## config.mk

```make
export PLATFORM = sky130hd
export DESIGN_NAME = gpio_irq_ctrl_flat
export DESIGN_NICKNAME = d
export VERILOG_FILES = /design/src/rtl/gpio_irq_ctrl_pkg.sv /design/src/rtl/gpio_irq_ctrl_if.sv /design/src/rtl/gpio_irq_ctrl_sync.sv /design/src/rtl/gpio_irq_ctrl.sv /design/src/flat_wrapper.sv
export SDC_FILE = /design/constraint.sdc
export NUM_CORES = 1
export LEC_CHECK = 0
export BUFFER_PORTS_ARGS = -buffer_cell sky130_fd_sc_hd__clkbuf_2
export CAP_MARGIN = 20
export CORE_MARGIN = 4
export CORE_UTILIZATION = 45
export DETAILED_ROUTE_END_ITERATION = 10
export GPL_TIMING_DRIVEN = 0
export HOLD_SLACK_MARGIN = 0.05
export PLACE_DENSITY = 0.83
export SETUP_SLACK_MARGIN = 0.15
export SLEW_MARGIN = 20
export SYNTH_ARGS = -nofsm -noshare
export SYNTH_HDL_FRONTEND = slang
export SYNTH_HIERARCHICAL = 1
export SYNTH_SLANG_ARGS = --single-unit
```

## constraint.sdc

```tcl
create_clock -name clk -period 2.75 [get_ports clk]
set_input_delay 0.1375 -clock clk [delete_from_list [all_inputs] [get_ports clk]]
set_output_delay 0.1375 -clock clk [all_outputs]
set_load 0.01 [all_outputs]
```

## src/rtl/gpio_irq_ctrl_pkg.sv

```systemverilog
// Shared register map, interrupt encodings and byte-lane helper for the GPIO
// controller.
package gpio_pkg;

    localparam logic [3:0] GPIO_OUT        = 4'd0;
    localparam logic [3:0] GPIO_DIR        = 4'd1;
    localparam logic [3:0] GPIO_PULLEN     = 4'd2;
    localparam logic [3:0] GPIO_IN         = 4'd3;
    localparam logic [3:0] GPIO_OUT_SET    = 4'd4;
    localparam logic [3:0] GPIO_OUT_CLR    = 4'd5;
    localparam logic [3:0] GPIO_OUT_TGL    = 4'd6;
    localparam logic [3:0] GPIO_IRQ_EN     = 4'd7;
    localparam logic [3:0] GPIO_IRQ_TYPE   = 4'd8;
    localparam logic [3:0] GPIO_IRQ_POL    = 4'd9;
    localparam logic [3:0] GPIO_IRQ_STATUS = 4'd10;
    localparam logic [3:0] GPIO_INFO       = 4'd11;

    localparam logic IRQ_TYPE_LEVEL = 1'b0;
    localparam logic IRQ_TYPE_EDGE  = 1'b1;
    localparam logic IRQ_POL_LOW    = 1'b0;
    localparam logic IRQ_POL_HIGH   = 1'b1;

    // Expand 4 byte enables into a 32-bit bit mask.
    function automatic logic [31:0] sel_mask(input logic [3:0] sel);
        logic [31:0] m;
        for (int i = 0; i < 4; i++) m[i*8 +: 8] = {8{sel[i]}};
        return m;
    endfunction

endpackage

```

## src/rtl/gpio_irq_ctrl_if.sv

```systemverilog
// Wishbone slave bus bundle for the GPIO controller.
interface gpio_irq_ctrl_if;
    logic        wb_cyc_i;
    logic        wb_stb_i;
    logic        wb_we_i;
    logic [31:0] wb_adr_i;
    logic [31:0] wb_dat_i;
    logic [3:0]  wb_sel_i;
    logic [31:0] wb_dat_o;
    logic        wb_ack_o;

    modport master (
        output wb_cyc_i, wb_stb_i, wb_we_i, wb_adr_i, wb_dat_i, wb_sel_i,
        input  wb_dat_o, wb_ack_o
    );

    modport slave (
        input  wb_cyc_i, wb_stb_i, wb_we_i, wb_adr_i, wb_dat_i, wb_sel_i,
        output wb_dat_o, wb_ack_o
    );
endinterface

```

## src/rtl/gpio_irq_ctrl_sync.sv

```systemverilog
// Multi-flop synchroniser for asynchronous pad inputs.
module gpio_sync #(
    parameter int WIDTH  = 8,
    parameter int STAGES = 2
) (
    input  logic             clk,
    input  logic             rst_n,
    input  logic [WIDTH-1:0] d,
    output logic [WIDTH-1:0] q
);

    logic [STAGES-1:0][WIDTH-1:0] stg;

    always_ff @(posedge clk or negedge rst_n) begin
        if (!rst_n) stg <= '0;
        else        stg <= {stg[STAGES-2:0], d};
    end

    assign q = stg[STAGES-1];

endmodule

```

## src/rtl/gpio_irq_ctrl.sv

```systemverilog
// Wishbone GPIO controller: output/direction/pull registers, atomic output ops,
// synchronised inputs and per-pin level/edge interrupts with W1C status.
module gpio_irq_ctrl
    import gpio_pkg::*;
#(
    parameter int                  GPIO_NUM    = 8,
    parameter int                  SYNC_STAGES = 2,
    parameter logic [GPIO_NUM-1:0] DIR_RST     = '0
) (
    input  logic                clk,
    input  logic                rst_n,
    gpio_irq_ctrl_if.slave      wb,
    input  logic [GPIO_NUM-1:0] gpio_in,
    output logic [GPIO_NUM-1:0] gpio_out,
    output logic [GPIO_NUM-1:0] gpio_dir,
    output logic [GPIO_NUM-1:0] gpio_pullen,
    output logic                irq_o
);

    typedef logic [GPIO_NUM-1:0] pins_t;

    pins_t       out_q, dir_q, pul_q, en_q, typ_q, pol_q, st_q, prev_q, sync_q;
    pins_t       bm, wd, w1c, ev;
    logic        hit, wr, ack_q;
    logic [3:0]  idx;
    logic [31:0] rdata, dat_q;
    logic        unused_ok;

    // Holding the strobe after the ack cannot re-trigger while ack is high.
    assign hit = wb.wb_cyc_i & wb.wb_stb_i & ~ack_q;
    assign wr  = hit & wb.wb_we_i;
    assign idx = wb.wb_adr_i[5:2];
    assign bm  = GPIO_NUM'(sel_mask(wb.wb_sel_i));
    assign wd  = GPIO_NUM'(wb.wb_dat_i) & bm;
    assign w1c = (wr && idx == GPIO_IRQ_STATUS) ? wd : '0;

    assign unused_ok = ^{wb.wb_adr_i, wb.wb_dat_i};

    gpio_sync #(.WIDTH(GPIO_NUM), .STAGES(SYNC_STAGES)) u_sync (
        .clk   (clk),
        .rst_n (rst_n),
        .d     (gpio_in),
        .q     (sync_q)
    );

    always_comb begin
        ev = '0;
        for (int i = 0; i < GPIO_NUM; i++) begin
            if (typ_q[i] == IRQ_TYPE_EDGE)
                ev[i] = (pol_q[i] == IRQ_POL_HIGH) ? (sync_q[i] & ~prev_q[i])
                                                   : (~sync_q[i] & prev_q[i]);
            else
                ev[i] = (pol_q[i] == IRQ_POL_HIGH) ? sync_q[i] : ~sync_q[i];
        end
    end

    always_comb begin
        rdata = '0;
        case (idx)
            GPIO_OUT:        rdata = 32'(out_q);
            GPIO_DIR:        rdata = 32'(dir_q);
            GPIO_PULLEN:     rdata = 32'(pul_q);
            GPIO_IN:         rdata = 32'(sync_q);
            GPIO_IRQ_EN:     rdata = 32'(en_q);
            GPIO_IRQ_TYPE:   rdata = 32'(typ_q);
            GPIO_IRQ_POL:    rdata = 32'(pol_q);
            GPIO_IRQ_STATUS: rdata = 32'(st_q);
            GPIO_INFO:       rdata = {20'd0, 4'(SYNC_STAGES), 2'd0, 6'(GPIO_NUM)};
            default:         rdata = '0;
        endcase
    end

    always_ff @(posedge clk or negedge rst_n) begin
        if (!rst_n) begin
            out_q  <= '0;
            dir_q  <= DIR_RST;
            pul_q  <= '0;
            en_q   <= '0;
            typ_q  <= '0;
            pol_q  <= '0;
            st_q   <= '0;
            prev_q <= '0;
            ack_q  <= 1'b0;
            dat_q  <= '0;
        end else begin
            ack_q  <= hit;
            dat_q  <= (hit && !wb.wb_we_i) ? rdata : '0;
            prev_q <= sync_q;
            // A new event beats a simultaneous clear of the same bit.
            st_q   <= (st_q & ~w1c) | (ev & en_q);
            if (wr) begin
                case (idx)
                    GPIO_OUT:      out_q <= (out_q & ~bm) | wd;
                    GPIO_DIR:      dir_q <= (dir_q & ~bm) | wd;
                    GPIO_PULLEN:   pul_q <= (pul_q & ~bm) | wd;
                    GPIO_OUT_SET:  out_q <= out_q | wd;
                    GPIO_OUT_CLR:  out_q <= out_q & ~wd;
                    GPIO_OUT_TGL:  out_q <= out_q ^ wd;
                    GPIO_IRQ_EN:   en_q  <= (en_q & ~bm) | wd;
                    GPIO_IRQ_TYPE: typ_q <= (typ_q & ~bm) | wd;
                    GPIO_IRQ_POL:  pol_q <= (pol_q & ~bm) | wd;
                    default: ;
                endcase
            end
        end
    end

    assign gpio_out    = out_q;
    assign gpio_dir    = dir_q;
    assign gpio_pullen = pul_q;
    assign irq_o       = |st_q;
    assign wb.wb_ack_o = ack_q;
    assign wb.wb_dat_o = dat_q;

endmodule
```

## src/flat_wrapper.sv

```systemverilog
// flat-port wrapper written by rule: the top's interface ports become plain ports
module gpio_irq_ctrl_flat import gpio_pkg::*;
#(
    parameter int                  GPIO_NUM    = 8,
    parameter int                  SYNC_STAGES = 2,
    parameter logic [GPIO_NUM-1:0] DIR_RST     = '0
)
  (clk, rst_n, gpio_in, gpio_out, gpio_dir, gpio_pullen, irq_o, wb_wb_cyc_i, wb_wb_stb_i, wb_wb_we_i, wb_wb_adr_i, wb_wb_dat_i, wb_wb_sel_i, wb_wb_dat_o, wb_wb_ack_o);
  gpio_irq_ctrl_if wb_i ();
  input  logic clk;
  input  logic rst_n;
  input  logic [GPIO_NUM-1:0] gpio_in;
  output logic [GPIO_NUM-1:0] gpio_out;
  output logic [GPIO_NUM-1:0] gpio_dir;
  output logic [GPIO_NUM-1:0] gpio_pullen;
  output logic irq_o;
  input wire logic [$bits(wb_i.wb_cyc_i)-1:0] wb_wb_cyc_i;
  input wire logic [$bits(wb_i.wb_stb_i)-1:0] wb_wb_stb_i;
  input wire logic [$bits(wb_i.wb_we_i)-1:0] wb_wb_we_i;
  input wire logic [$bits(wb_i.wb_adr_i)-1:0] wb_wb_adr_i;
  input wire logic [$bits(wb_i.wb_dat_i)-1:0] wb_wb_dat_i;
  input wire logic [$bits(wb_i.wb_sel_i)-1:0] wb_wb_sel_i;
  output wire logic [$bits(wb_i.wb_dat_o)-1:0] wb_wb_dat_o;
  output wire logic [$bits(wb_i.wb_ack_o)-1:0] wb_wb_ack_o;
  assign wb_i.wb_cyc_i = wb_wb_cyc_i;
  assign wb_i.wb_stb_i = wb_wb_stb_i;
  assign wb_i.wb_we_i = wb_wb_we_i;
  assign wb_i.wb_adr_i = wb_wb_adr_i;
  assign wb_i.wb_dat_i = wb_wb_dat_i;
  assign wb_i.wb_sel_i = wb_wb_sel_i;
  assign wb_wb_dat_o = wb_i.wb_dat_o;
  assign wb_wb_ack_o = wb_i.wb_ack_o;
  gpio_irq_ctrl #(.GPIO_NUM(GPIO_NUM), .SYNC_STAGES(SYNC_STAGES), .DIR_RST(DIR_RST)) u_core (.clk(clk), .rst_n(rst_n), .wb(wb_i), .gpio_in(gpio_in), .gpio_out(gpio_out), .gpio_dir(gpio_dir), .gpio_pullen(gpio_pullen), .irq_o(irq_o));
endmodule
```

==> results.md <==
* Share of post-route cells with drive strength above 1 at 33.5%
* RSZ-0062 raised after global routing: no
* HPWL after DPL at 9.51 mm
* Synth area leaders: dfrtp_1 47%, mux2_2 10%, buf_4 5.7%
* Hold WC Path Type: in2reg
* Clk_lat worst skew at 380 ps
* First-pass GRT wire length at 21.1 mm
* CTS tree: done
* Port bufs at 59
* R2R Path Start: u_core/wb.wb_ack_o
* Vias in the first global route at 3849
* Worst Path Arrival at 2610 ps
* Worst-Margin Slew at 684 ps
* Vias/cell at 5.60
* Post-Synth XOR/XNOR Area at 0%
* Die height at 111 um
* Post-Layout Cell Count at 683
* CP Capture Type: register
* Initial DRC Count at 306
* Max cap viols at 0
* Setup TNS at 0 ps
* Area share of fa/ha/maj cells after synthesis at 2.10%
* H-tree depth at 3
* Post-Synth Simple-Gate Area at 14.1%
* Post-synthesis area per instance at 10.9 um2
* Area growth, synth to finish at 18.6%
* Residual DRC at 0
* GPL Wtd Cong at 0.938
* Largest net degree at the start of global routing at 91
* Fin. max-slew vios at 0
* Reg2Reg Depth at 7
* YS warnings at 6
* Setup bufs post-CTS at 0
* Drt pass-1 iters at 5
* Startpoint types: register
* Hold Startpoint: wb_wb_dat_i[4]
* Sequential share of the synthesized area at 47.2%
* CTS buffer count at 9
* Compound-Gate Fraction of Synth Area at 14.4%
* Clk root buf: clkbuf_8
* Cells after DPL at 654
* Hold path depth at 2
* Wire per inst at 19.2 um
* Post-synth EDFFs at 0
* Fin crit period at 2340 ps
* Max FO, Critical Path at 8
* Finished Cell Area at 5660 um2
* Library cells used by synthesis at 59
* Post-synthesis async set-or-reset flop share at 100%
* # setup viols final at 0
* # IOs at 139
* GRT Util Overall at 22.0%
* Pwr dens at 521 nW/um2
* Final clock skew at 13.7 ps
* Initial antenna violation count at 0
* Combinational family with the most area after synthesis: compound AO/OA/AOI/OAI gates
* Fin crit share at 85.1%
* Placed inst area at 5330 um2
* Mux cell area share after synthesis at 13.6%
* Status: finished clean
* Leak Pwr at 0.00274 uW
* Cell area after synthesis at 4770 um2
* Register-to-Register Setup Slack at 410 ps
* Most instantiated library cell after synthesis: dfrtp_1
* Post-route core utilization at 54.8%
* Maximum VDD drop at 426 uV
* List of most frequent post-synthesis cells: 90 x dfrtp_1, 43 x mux2_2, 43 x nand2_1
* Via count at 3824
* Post-Route WL at 13.1 mm
* Crit path kind: reg2reg
* N_diodes at 0
* Final #Nets at 631
* Core area at 10300 um2
* Worst-path clk slew at 100 ps
* Worst Path Required at 3020 ps
* Top_reg_cell synth: dfrtp_1
* Slew headroom at 54.4%
* Rows at 37
* Clock buffer depth at 2
* Grt total ovfl at 0
* Die W at 111 um
* Yosys reg bits at 90
* Initial core utilization at 46.2%
* Remaining antenna violation count at 0
* Final hold violation count at 0
* Fmax at 428 MHz
* Cells after synthesis at 437
* Filler cells at 931
* Clock Sinks at 90
* Die area at 12300 um2
* Yosys top cell area share at 47.2%
* Hold slack at 79.8 ps
* Post-synth top area cell: dfrtp_1
cell usage in the layout (no fill, tap or decap), drive strengths merged, types with 7 or more instances in the layout:
master       count
a21oi           21
nand2           43
nor2b           16
ha               8
nand3           11
mux2            46
conb            23
mux2i           13
o21ai           22
nor2             7
a32o            11
buf             52
a22oi            8
dlygate4sd3     13
nor3            10
inv             14
clkbuf          71
dfrtp           90
per-stage QoR:
stage	setup WS, ps	total power (uW)
2_1_floorplan	1210	1830
5_1_grt	327	3100
4_1_cts	421	2970
3_5_place_dp	930	2030
3_3_place_gp	578	2010
6_report	411	2950
per-layer routing:
layer / GRT usage (%) / vias up / part of all wire, %
met5: 0 / - / 0
met4: 10.8 / 0 / 3.4
met3: 4.53 / 35 / 7.3
met2: 33.5 / 189 / 46
met1: 29.7 / 1847 / 43
li1: - / 1753 / -
report_power, final:
group / switching [uW] / total (uW) / internal, uW / leakage [uW]
Sequential: 85.9 / 1500 / 1410 / 0.00114
Clock: 497 / 925 / 428 / 0.000104
Combinational: 286 / 523 / 237 / 0.00149
Total: 868 / 2950 / 2080 / 0.00274
worst max-delay path, stage by stage, from the launching register on:
cell and delay, ps:
dfrtp_1 390, nand3b_4 190, dlygate4sd3_1 590, inv_2 80, and3_1 180, buf_6 170, nand3_4 230, mux2_1 400
area by class of cell:
| class | count | area, um2 | area share (%) |
|---|---|---|---|
| Sequential cell | 90 | 2250 | 39.8 |
| Multi-Input combinational cell | 303 | 2190 | 38.8 |
| Timing Repair Buffer | 72 | 434 | 7.67 |
| Buffer | 55 | 368 | 6.50 |
| Tap cell | 136 | 170 | 3.01 |
| Clock buffer | 9 | 124 | 2.19 |
| Clock inverter | 7 | 75.1 | 1.33 |
| Inverter | 11 | 41.3 | 0.730 |
worst max path at each step:
| stage | start | to |
|---|---|---|
| 3_5_place_dp | wb_wb_adr_i[2] | register |
| 4_1_cts | u_core/wb.wb_ack_o | register |
| 5_1_grt | u_core/wb.wb_ack_o | register |
| 6_report | u_core/wb.wb_ack_o | register |
| 3_3_place_gp | rst_n | u_core/gpio_out[2] |
| 2_1_floorplan | u_core/wb.wb_ack_o | register |
logic make-up (layout without fill, tap and decap cells):
logic type	count (synthesis)	in the layout
multiplexers	59	59
flip-flops	90	90
buffers and inverters	66	154
other	1	23
adder cells (fa/ha/maj)	8	8
AO/OA/AOI/OAI	99	99
AND/OR/NAND/NOR	114	114
timing repair:
action	4_1_cts	5_1_grt
hold buffers	13	0
endpoints found under the setup margin	0	0
hold endpoints to repair	100	0
resized for setup	0	0
No activity file was read; power rests on OpenSTA's default activity.
